[src/rtl/hack_keyboard.sv]
// PS/2 set-2 scan decoder for the Hack KBD register: prefix FSM, shift/caps
// tracking and a stack of held keys whose top entry is presented on key.
module hack_keyboard #(
  parameter int DEPTH     = 4,
  parameter int KEY_WIDTH = 16
) (
  input  logic                         clk,
  input  logic                         reset,
  input  logic                         scan_ready,
  input  logic [7:0]                   scan_code,
  output logic [KEY_WIDTH-1:0]         key,
  output logic                         caps_lock,
  output logic [$clog2(DEPTH+1)-1:0]   held_count,
  output logic                         overflow
);

  localparam int CW = $clog2(DEPTH+1);

  typedef enum logic [1:0] {IDLE, BRK, EXT, EXT_BRK} state_t;

  state_t      state, state_next;
  logic        rdy_d;
  logic        accept;
  logic        mk, brk, ext;
  logic        shift_l, shift_r, caps_held;
  logic [8:0]  stk      [DEPTH];
  logic [8:0]  stk_next [DEPTH];
  logic [CW-1:0] cnt, cnt_next;
  logic        evict, evict_p0;
  logic [8:0]  entry, top;
  logic        mapped, present, hit;
  logic [7:0]  key_code;

  // Lower-case ASCII for letter keys, 0 for anything else.
  function automatic logic [7:0] letter(input logic [7:0] code);
    logic [7:0] r;
    case (code)
      8'h1C: r = 8'd97;  8'h32: r = 8'd98;  8'h21: r = 8'd99;  8'h23: r = 8'd100;
      8'h24: r = 8'd101; 8'h2B: r = 8'd102; 8'h34: r = 8'd103; 8'h33: r = 8'd104;
      8'h43: r = 8'd105; 8'h3B: r = 8'd106; 8'h42: r = 8'd107; 8'h4B: r = 8'd108;
      8'h3A: r = 8'd109; 8'h31: r = 8'd110; 8'h44: r = 8'd111; 8'h4D: r = 8'd112;
      8'h15: r = 8'd113; 8'h2D: r = 8'd114; 8'h1B: r = 8'd115; 8'h2C: r = 8'd116;
      8'h3C: r = 8'd117; 8'h2A: r = 8'd118; 8'h1D: r = 8'd119; 8'h22: r = 8'd120;
      8'h35: r = 8'd121; 8'h1A: r = 8'd122;
      default: r = 8'd0;
    endcase
    return r;
  endfunction

  // Hack key code for {ext, code}; 0 means unmapped (modifiers included).
  function automatic logic [7:0] xlate(input logic e, input logic [7:0] code,
                                       input logic shift, input logic caps);
    logic [7:0] lc, lo, hi, r;
    lc = letter(code);
    lo = 8'd0;
    hi = 8'd0;
    case ({e, code})
      9'h016: begin lo = 8'd49;  hi = 8'd33;  end
      9'h01E: begin lo = 8'd50;  hi = 8'd64;  end
      9'h026: begin lo = 8'd51;  hi = 8'd35;  end
      9'h025: begin lo = 8'd52;  hi = 8'd36;  end
      9'h02E: begin lo = 8'd53;  hi = 8'd37;  end
      9'h036: begin lo = 8'd54;  hi = 8'd94;  end
      9'h03D: begin lo = 8'd55;  hi = 8'd38;  end
      9'h03E: begin lo = 8'd56;  hi = 8'd42;  end
      9'h046: begin lo = 8'd57;  hi = 8'd40;  end
      9'h045: begin lo = 8'd48;  hi = 8'd41;  end
      9'h00E: begin lo = 8'd96;  hi = 8'd126; end
      9'h04E: begin lo = 8'd45;  hi = 8'd95;  end
      9'h055: begin lo = 8'd61;  hi = 8'd43;  end
      9'h054: begin lo = 8'd91;  hi = 8'd123; end
      9'h05B: begin lo = 8'd93;  hi = 8'd125; end
      9'h05D: begin lo = 8'd92;  hi = 8'd124; end
      9'h04C: begin lo = 8'd59;  hi = 8'd58;  end
      9'h052: begin lo = 8'd39;  hi = 8'd34;  end
      9'h041: begin lo = 8'd44;  hi = 8'd60;  end
      9'h049: begin lo = 8'd46;  hi = 8'd62;  end
      9'h04A: begin lo = 8'd47;  hi = 8'd63;  end
      9'h029: begin lo = 8'd32;  hi = 8'd32;  end
      9'h05A, 9'h15A: begin lo = 8'd128; hi = 8'd128; end
      9'h066: begin lo = 8'd129; hi = 8'd129; end
      9'h076: begin lo = 8'd140; hi = 8'd140; end
      9'h005: begin lo = 8'd141; hi = 8'd141; end
      9'h006: begin lo = 8'd142; hi = 8'd142; end
      9'h004: begin lo = 8'd143; hi = 8'd143; end
      9'h00C: begin lo = 8'd144; hi = 8'd144; end
      9'h003: begin lo = 8'd145; hi = 8'd145; end
      9'h00B: begin lo = 8'd146; hi = 8'd146; end
      9'h083: begin lo = 8'd147; hi = 8'd147; end
      9'h00A: begin lo = 8'd148; hi = 8'd148; end
      9'h001: begin lo = 8'd149; hi = 8'd149; end
      9'h009: begin lo = 8'd150; hi = 8'd150; end
      9'h078: begin lo = 8'd151; hi = 8'd151; end
      9'h007: begin lo = 8'd152; hi = 8'd152; end
      9'h16B: begin lo = 8'd130; hi = 8'd130; end
      9'h175: begin lo = 8'd131; hi = 8'd131; end
      9'h174: begin lo = 8'd132; hi = 8'd132; end
      9'h172: begin lo = 8'd133; hi = 8'd133; end
      9'h16C: begin lo = 8'd134; hi = 8'd134; end
      9'h169: begin lo = 8'd135; hi = 8'd135; end
      9'h17D: begin lo = 8'd136; hi = 8'd136; end
      9'h17A: begin lo = 8'd137; hi = 8'd137; end
      9'h170: begin lo = 8'd138; hi = 8'd138; end
      9'h171: begin lo = 8'd139; hi = 8'd139; end
      9'h14A: begin lo = 8'd47;  hi = 8'd47;  end
      // Keypad without E0: digits and operators, shift has no effect.
      9'h070: begin lo = 8'd48;  hi = 8'd48;  end
      9'h069: begin lo = 8'd49;  hi = 8'd49;  end
      9'h072: begin lo = 8'd50;  hi = 8'd50;  end
      9'h07A: begin lo = 8'd51;  hi = 8'd51;  end
      9'h06B: begin lo = 8'd52;  hi = 8'd52;  end
      9'h073: begin lo = 8'd53;  hi = 8'd53;  end
      9'h074: begin lo = 8'd54;  hi = 8'd54;  end
      9'h06C: begin lo = 8'd55;  hi = 8'd55;  end
      9'h075: begin lo = 8'd56;  hi = 8'd56;  end
      9'h07D: begin lo = 8'd57;  hi = 8'd57;  end
      9'h071: begin lo = 8'd46;  hi = 8'd46;  end
      9'h07C: begin lo = 8'd42;  hi = 8'd42;  end
      9'h07B: begin lo = 8'd45;  hi = 8'd45;  end
      9'h079: begin lo = 8'd43;  hi = 8'd43;  end
      default: begin lo = 8'd0; hi = 8'd0; end
    endcase
    if (!e && lc != 8'd0)
      r = (shift ^ caps) ? (lc - 8'd32) : lc;
    else
      r = shift ? hi : lo;
    return r;
  endfunction

  assign accept = scan_ready & ~rdy_d;
  assign entry  = {ext, scan_code};
  assign mapped = (xlate(ext, scan_code, 1'b0, 1'b0) != 8'd0);

  always_comb begin
    state_next = state;
    mk  = 1'b0;
    brk = 1'b0;
    ext = 1'b0;
    if (accept) begin
      case (state)
        IDLE: begin
          if (scan_code == 8'hF0)      state_next = BRK;
          else if (scan_code == 8'hE0) state_next = EXT;
          else                         mk = 1'b1;
        end
        EXT: begin
          if (scan_code == 8'hF0) state_next = EXT_BRK;
          else begin
            mk = 1'b1;
            ext = 1'b1;
            state_next = IDLE;
          end
        end
        BRK: begin
          brk = 1'b1;
          state_next = IDLE;
        end
        EXT_BRK: begin
          brk = 1'b1;
          ext = 1'b1;
          state_next = IDLE;
        end
        default: state_next = IDLE;
      endcase
    end
  end

  // Stack update: typematic makes and unmatched breaks fall through unchanged.
  always_comb begin
    stk_next = stk;
    cnt_next = cnt;
    evict    = 1'b0;
    present  = 1'b0;
    hit      = 1'b0;
    for (int i = 0; i < DEPTH; i++)
      if (CW'(i) < cnt && stk[i] == entry) present = 1'b1;
    if (mk && mapped && !present) begin
      if (cnt == CW'(DEPTH)) begin
        for (int i = 0; i < DEPTH-1; i++) stk_next[i] = stk[i+1];
        stk_next[DEPTH-1] = entry;
        evict = 1'b1;
      end else begin
        for (int i = 0; i < DEPTH; i++)
          if (CW'(i) == cnt) stk_next[i] = entry;
        cnt_next = cnt + 1'b1;
      end
    end
    if (brk && mapped && present) begin
      for (int i = 0; i < DEPTH-1; i++) begin
        if (CW'(i) < cnt && stk[i] == entry) hit = 1'b1;
        if (hit) stk_next[i] = stk[i+1];
      end
      stk_next[DEPTH-1] = '0;
      cnt_next = cnt - 1'b1;
    end
  end

  always_comb begin
    top = '0;
    for (int i = 0; i < DEPTH; i++)
      if (CW'(i + 1) == cnt) top = stk[i];
    key_code = (cnt != '0) ? xlate(top[8], top[7:0], shift_l | shift_r, caps_lock) : 8'd0;
  end

  // Stage p0: prefix FSM, modifiers and stack update on the accepting edge.
  always_ff @(posedge clk) begin
    rdy_d <= scan_ready;
    if (reset) begin
      state     <= IDLE;
      shift_l   <= 1'b0;
      shift_r   <= 1'b0;
      caps_held <= 1'b0;
      caps_lock <= 1'b0;
      cnt       <= '0;
      evict_p0  <= 1'b0;
      for (int i = 0; i < DEPTH; i++) stk[i] <= '0;
    end else begin
      state    <= state_next;
      stk      <= stk_next;
      cnt      <= cnt_next;
      evict_p0 <= evict;
      if ((mk || brk) && !ext) begin
        if (scan_code == 8'h12) shift_l <= mk;
        if (scan_code == 8'h59) shift_r <= mk;
        if (scan_code == 8'h58) begin
          caps_held <= mk;
          if (mk && !caps_held) caps_lock <= ~caps_lock;
        end
      end
    end
  end

  // Stage p1: registered outputs, one cycle after the state update.
  always_ff @(posedge clk) begin
    if (reset) begin
      key        <= '0;
      held_count <= '0;
      overflow   <= 1'b0;
    end else begin
      key        <= KEY_WIDTH'(key_code);
      held_count <= cnt;
      overflow   <= evict_p0;
    end
  end

endmodule

[config.mk]
export PLATFORM = sky130hd
export DESIGN_NAME = hack_keyboard
export DESIGN_NICKNAME = d
export VERILOG_FILES = /design/src/rtl/hack_keyboard.sv
export SDC_FILE = /design/constraint.sdc
export NUM_CORES = 1
export LEC_CHECK = 0
export ABC_AREA = 1
export CAP_MARGIN = 20
export CORE_ASPECT_RATIO = 1.2
export CORE_UTILIZATION = 35
export CTS_BUF_LIST = sky130_fd_sc_hd__clkbuf_2 sky130_fd_sc_hd__clkbuf_4 sky130_fd_sc_hd__clkbuf_8
export CTS_CLUSTER_SIZE = 12
export DETAILED_ROUTE_END_ITERATION = 10
export GPL_ROUTABILITY_DRIVEN = 1
export SETUP_SLACK_MARGIN = 0.02
export SYNTH_ARGS = -nofsm -noshare
export SYNTH_HDL_FRONTEND = slang
export SYNTH_SLANG_ARGS = --single-unit
[constraint.sdc]
create_clock -name clk -period 4.2 [get_ports clk]
set_clock_uncertainty 0.05 [all_clocks]
set_input_delay 0.84 -clock clk [delete_from_list [all_inputs] [get_ports clk]]
set_output_delay 0.84 -clock clk [all_outputs]
set_load 0.03 [all_outputs]
## Word-level counts from Yosys, hierarchy flattened

Memory sizes are Yosys's and may differ from the RTL's.
Index checks and enable logic that the tools add are counted.

- Register bits: 67
- Memory bits (read-only): 1792
- Input bits: 11
- Output and inout port bits: 21
- Logic and storage cells: 292
- Memories kept: 2

- Add/subtract/negate cells: 3
- Order comparisons: 4
- Eq/ne operators: 145
- Multiplexer cells: 49
- Bitwise operators: 7
- Reductions and logical operators: 66

Memories:

| name | depth | bits a word | rd ports | clocked after Yosys merged registers in | write ports | RTL line | text |
|---|---|---|---|---|---|---|---|
| (no name shown) | 128 | 7 | 1 | 0 | 0 | 37 | `case (code)` |
| (no name shown) | 128 | 7 | 1 | 0 | 0 | 37 |  |

Operators by type and width:

| kind | count |
|---|---|
| $pmux W8 S49 | 2 |
| $eq A9 B7 Y1 const B | 60 |
| $pmux W8 S60 | 1 |
| $eq A9 B9 Y1 const B | 24 |
| $eq A9 B6 Y1 const B | 14 |
| $mux W36 | 3 |
| $mux W9 | 11 |
| $eq A9 B4 Y1 const B | 10 |
| $eq A9 B3 Y1 const B | 8 |
| $reduce_or A2 Y1 | 34 |
| $mux W8 | 6 |
| $eq A9 B5 Y1 const B | 4 |
| $eq A9 B9 Y1 | 4 |
| $reduce_bool A8 Y1 | 3 |
| $eq A9 B1 Y1 const B | 2 |
| $eq A9 B2 Y1 const B | 2 |
| $eq A9 B8 Y1 const B | 2 |
| $mux W1 | 17 |
| $eq A8 B7 Y1 const B | 2 |
| $eq A8 B8 Y1 const B | 2 |
| $logic_and A1 B1 Y1 | 12 |
| $reduce_and A2 Y1 | 6 |
| $mux W3 | 3 |
| $eq A8 B5 Y1 const B | 1 |
| other kinds (27) | 41 |

## Longest topological paths before layout

- Depth after elaboration: 18
- Gate-level depth with buffers: 25

## Worst setup path before layout

No wires, ideal clock.

- Kind: input-to-reg
- Start: input scan_code[0]
- End: register stk[32] (netlist bit)
- Library setup time: 0.118 ns
- Arrival: 3.127 ns
- Required time: 4.032 ns
- Setup slack: 0.905 ns
- Stages: 19
- Path buffers: 4
- Path through: buf_2 -> inv_1 -> ha_1 -> inv_1 -> nor2_4 -> nand4_4 -> nand2_2 -> buf_6 -> buf_6 -> nand2_2 -> nand4_2 -> nand4_1 -> nor2_1 -> nand2_2 -> inv_4 -> buf_2 -> nor2_1 -> nor3_1 -> nor2_1

- Longest elaborated chain between the ends: 15
- Elaborated cells between the ends (all ways): 115
- Those cells by class: 69 x eq/ne; 18 x mux; 27 x reduce/logical; 1 x memory

Ends and longest elaborated chain:

| what | RTL line | text |
|---|---|---|
| start: declaration | 10 | `input logic [7:0] scan_code,` |
| branches (longest 14 deep; another with $pmux W8 S49) | n/a |  |
| $mux W36 * | 188 | `if (brk && mapped && present) begin` |
| end signal: assignment | 219 | `stk <= stk_next;` |
| end: declaration | 26 | `logic [8:0] stk [DEPTH];` |

Every way passes the cells marked *. The select of a mux whose other input is x is not followed.
A chain may end at the register's enable or synchronous reset.

## Worst setup path after layout

- Start: register cnt[0]
- End: register key[0]

- Longest elaborated chain between the ends: 10
- Elaborated cells between the ends (all ways): 101
- Those cells by class: 1 x add/sub; 67 x eq/ne; 10 x mux; 1 x bitwise; 21 x reduce/logical; 1 x memory

Ends and longest elaborated chain:

| what | RTL line | text |
|---|---|---|
| start: declaration | 28 | `logic [CW-1:0] cnt, cnt_next;` |
| start signal: assignment | 220 | `cnt <= cnt_next;` |
| $eq A1 B3 Y1 | 201 | `if (CW'(i + 1) == cnt) top = stk[i];` |
| $mux W9 (4 in a row) | 201 |  |
| $mem_v2 Z128 W7, or another cell as far along | n/a |  |
| $mux W8, or another cell as far along | 37 |  |
| $sub A8 B6 Y8, or another cell as far along | 124 | `r = (shift ^ caps) ? (lc - 8'd32) : lc;` |
| $mux W8, or another cell as far along | 124 |  |
| $mux W8 | 123 | `if (!e && lc != 8'd0)` |
| end signal: assignment | 240 | `key <= KEY_WIDTH'(key_code);` |
| end: declaration | 11 | `output logic [KEY_WIDTH-1:0] key,` |

Parallel ways exist; a longest one is shown, timed or not.

==> results.md <==
- Hold endpoint: overflow
- Starting Density: 35.9%
- Vert. Die Dim: 166 um
- CTS clk-pin slew, worst paths: 0.08 ns
- Max Slew Vio Count: 0
- Largest net degree at the start of global routing: 29
- Total number of vias: 9805
- PortBufs: 23
- GRT Residual Overflow: 0
- # hold bufs at CTS: 0
- Die W: 139 um
- F_max: 256 MHz
- # rows: 59
- Layout cells sized above 1: 11.3%
- Hold Crit Depth: 2
- Number of enable flip-flop cells after synthesis: 0
- Core ar.: 0.0218 mm2
- Synth Flop Type: dfxtp_1
- Placement Cell Area: 0.00848 mm2
- Area of the die: 0.0230 mm2
- Worst-path maximum fanout: 9
- ANT cells: 0
- Hold Crit Class: reg2reg
- Reg2Reg Depth: 22
- Worst Path Arrival: 4.17 ns
- Post-synth ARST share: 0%
- RSZ-0062 raised after global routing: false
- Number of global-route vias before repair: 9524
- Layout area overhead: 11.3%
- Non-filler cells, final: 1764
- DRC: 2
- Post-synthesis area per instance: 5.41 um2
- Number of buffers created by CTS: 9
- RR Endpoint: key[0]
- Synth warn: 0
- Most common cell after layout, fill and taps aside: nand2_1
- CTS tree: built
- Global placement routability congestion: 1.03
- Final hold violations: 0
- DRT Pass-1 Iters: 9
- ANT nets after route: 0
- Post-CTS Setup Bufs: 0
- CTS H-tree lvls: 3
- Initial DRC count: 860
- Post-synthesis sequential area ratio: 15.1%
- CP startpoint kind: register
- Max-slew headroom: 43.9%
- First-pass GRT wire length: 51600 um
- Placed insts: 1748
- Fin util: 40.0%
- Nets: 1517
- Initial antenna violation count: 0
- Period Utilization, post-route: 93.2%
- Most frequent cells in the layout: nand2_1 (404), nor2_1 (254), nand3_1 (157), inv_1 (126), o21ai_0 (82)
- FF-to-FF setup slack: 0.29 ns
- Synth area leader: nand2_1
- Static leakage: 4.37 nW
- Worst-Margin Slew: 0.839 ns
- Max VDD drop: 122 uV
- Routed length per instance: 18.6 um
- Post-Route WL: 32800 um
- Area share of the largest cell type after synthesis: 19.4%
- R2r startpoint: cnt[0]
- Worst hold margin: 0.353 ns
- Post-route cell area: 0.00871 mm2
- Area of the mapped netlist: 0.00783 mm2
- Count of final setup violators: 0
- Hold_sp: evict_p0
- Root buffer cell: clkbuf_8
- Failing checks: DRC
- Vias per inst: 5.56
- Crit end category: register
- Outcome: finished, violations left
- Synth Register Bits: 59
- Tmin final: 3.91 ns
- Worst setup path category: reg2reg
- Post-route setup TNS: 0 ns
- Max Buffers Root-to-Sink: 2
- Pwr dens: 185 mW/mm2
- Worst path required time: 4.46 ns
- GRT Util Overall: 28.8%
- Max-Cap Viols: 0
- Synth Instances: 1446
- Count of cell types in the netlist: 58
- Worst-Skew Late Latency: 0.37 ns
- Top cells by area, synth: nand2_1 (19%), dfxtp_1 (15%), nor2_1 (12%)
- DP HPWL: 25600 um
- Io pins: 32
- CTS sink cnt: 59
==> Yosys cell counts, drive strengths merged, types with 2 or more instances <==
library cell	number
xnor2	3
nand3b	9
clkinv	6
nand3	163
ha	21
nor3b	8
nor3	22
nand2	426
a21oi	66
o221ai	3
o2111ai	2
o22ai	11
and3	2
dfxtp	59
xor2	12
nand4	20
inv	151
o21ai	97
nor4	3
or2	4
o21a	3
buf	45
o21bai	3
nor2	277
o211ai	5
clkbuf	14
==> registers in the layout, indices dropped and copies added, names as in the netlist <==
name	cells
cnt	3
evict_p0	1
caps_held	1
caps_lock	1
held_count	3
shift_r	1
key	8
shift_l	1
rdy_d	1
stk	36
overflow	1
state	2
==> report_power, final <==
group | internal [mW] | total, mW | switching (mW)
registers | 0.574 | 0.598 | 0.0240
logic | 0.125 | 0.391 | 0.266
clock network | 0.338 | 0.619 | 0.282
total | 1.04 | 1.61 | 0.572
==> what timing repair did <==
| item | in CTS | in global routing |
|---|---|---|
| endpoints found under the setup margin | 0 | 1 |
| endpoints found under the hold margin | 0 | 0 |
| resized for setup | 0 | 3 |
==> critical path: stages (launching register included) <==
cell	delay (ns)
dfxtp_1	0.46
inv_1	0.17
ha_1	0.28
inv_2	0.08
nor2_1	0.07
buf_4	0.16
nand2_1	0.05
nand3_1	0.09
a21oi_1	0.24
buf_4	0.19
ha_1	0.19
nand3_2	0.10
nor2_1	0.65
nand2_1	0.21
nand2_1	0.23
nor2_1	0.07
nand2_1	0.10
nor2_1	0.06
nand3_1	0.11
nand2_1	0.07
nand2_1	0.10
nor2_1	0.04
nor2_1	0.08
==> routing by layer <==
layer | global-route usage [%] | part of all wire [%] | wire (um) | vias to the layer above
met4 | 23.1 | 8.4 | 2750 | 0
met3 | 3.81 | 6.6 | 2180 | 175
li1 | - | - | - | 4721
met5 | 0 | 0 | 0 | -
met2 | 51.3 | 49 | 16000 | 534
met1 | 30.5 | 36 | 11900 | 4375
==> worst max path at each step <==
stage,cells past startpoint,to,slack [ns],startpoint
6_report,22,key[0],0.29,cnt[0]
3_3_place_gp,19,stk[27],0.06,scan_code[1]
2_1_floorplan,19,stk[32],0.91,scan_code[0]
3_5_place_dp,19,stk[27],0.08,scan_code[1]
4_1_cts,25,key[0],0.27,cnt[0]
5_1_grt,25,key[0],0.03,cnt[0]
==> stage by stage <==
stage               worst slack (ns)  power [mW]
detailed placement            0.0795       0.990
global placement              0.0621       0.993
global route                  0.0323        1.68
CTS                            0.271        1.61
finish                         0.286        1.61
floorplan                      0.905       0.876
==> cell type report <==
cell class,instances,area [um2]
inverter,157,601
clock buffer,9,124
multi-input combinational,1178,5690
tap,274,343
timing repair buffer,80,671
fill,2435,13100
sequential,59,1180
clock inverter,7,103
==> kinds of logic (layout without fill, tap and decap cells) <==
family	after synthesis	in the layout	synth area share (%)
AOI/OAI and AO/OA	196	196	13.9
other	1	8	0.0479
xor gates and xnor gates	15	15	1.68
DFF	59	59	15.1
adders and majority gates	21	21	3.36
and+or+nand+nor	938	938	53.2
buffers and inverters	216	253	12.7
Note: power is estimated with default switching activity, not from simulation.
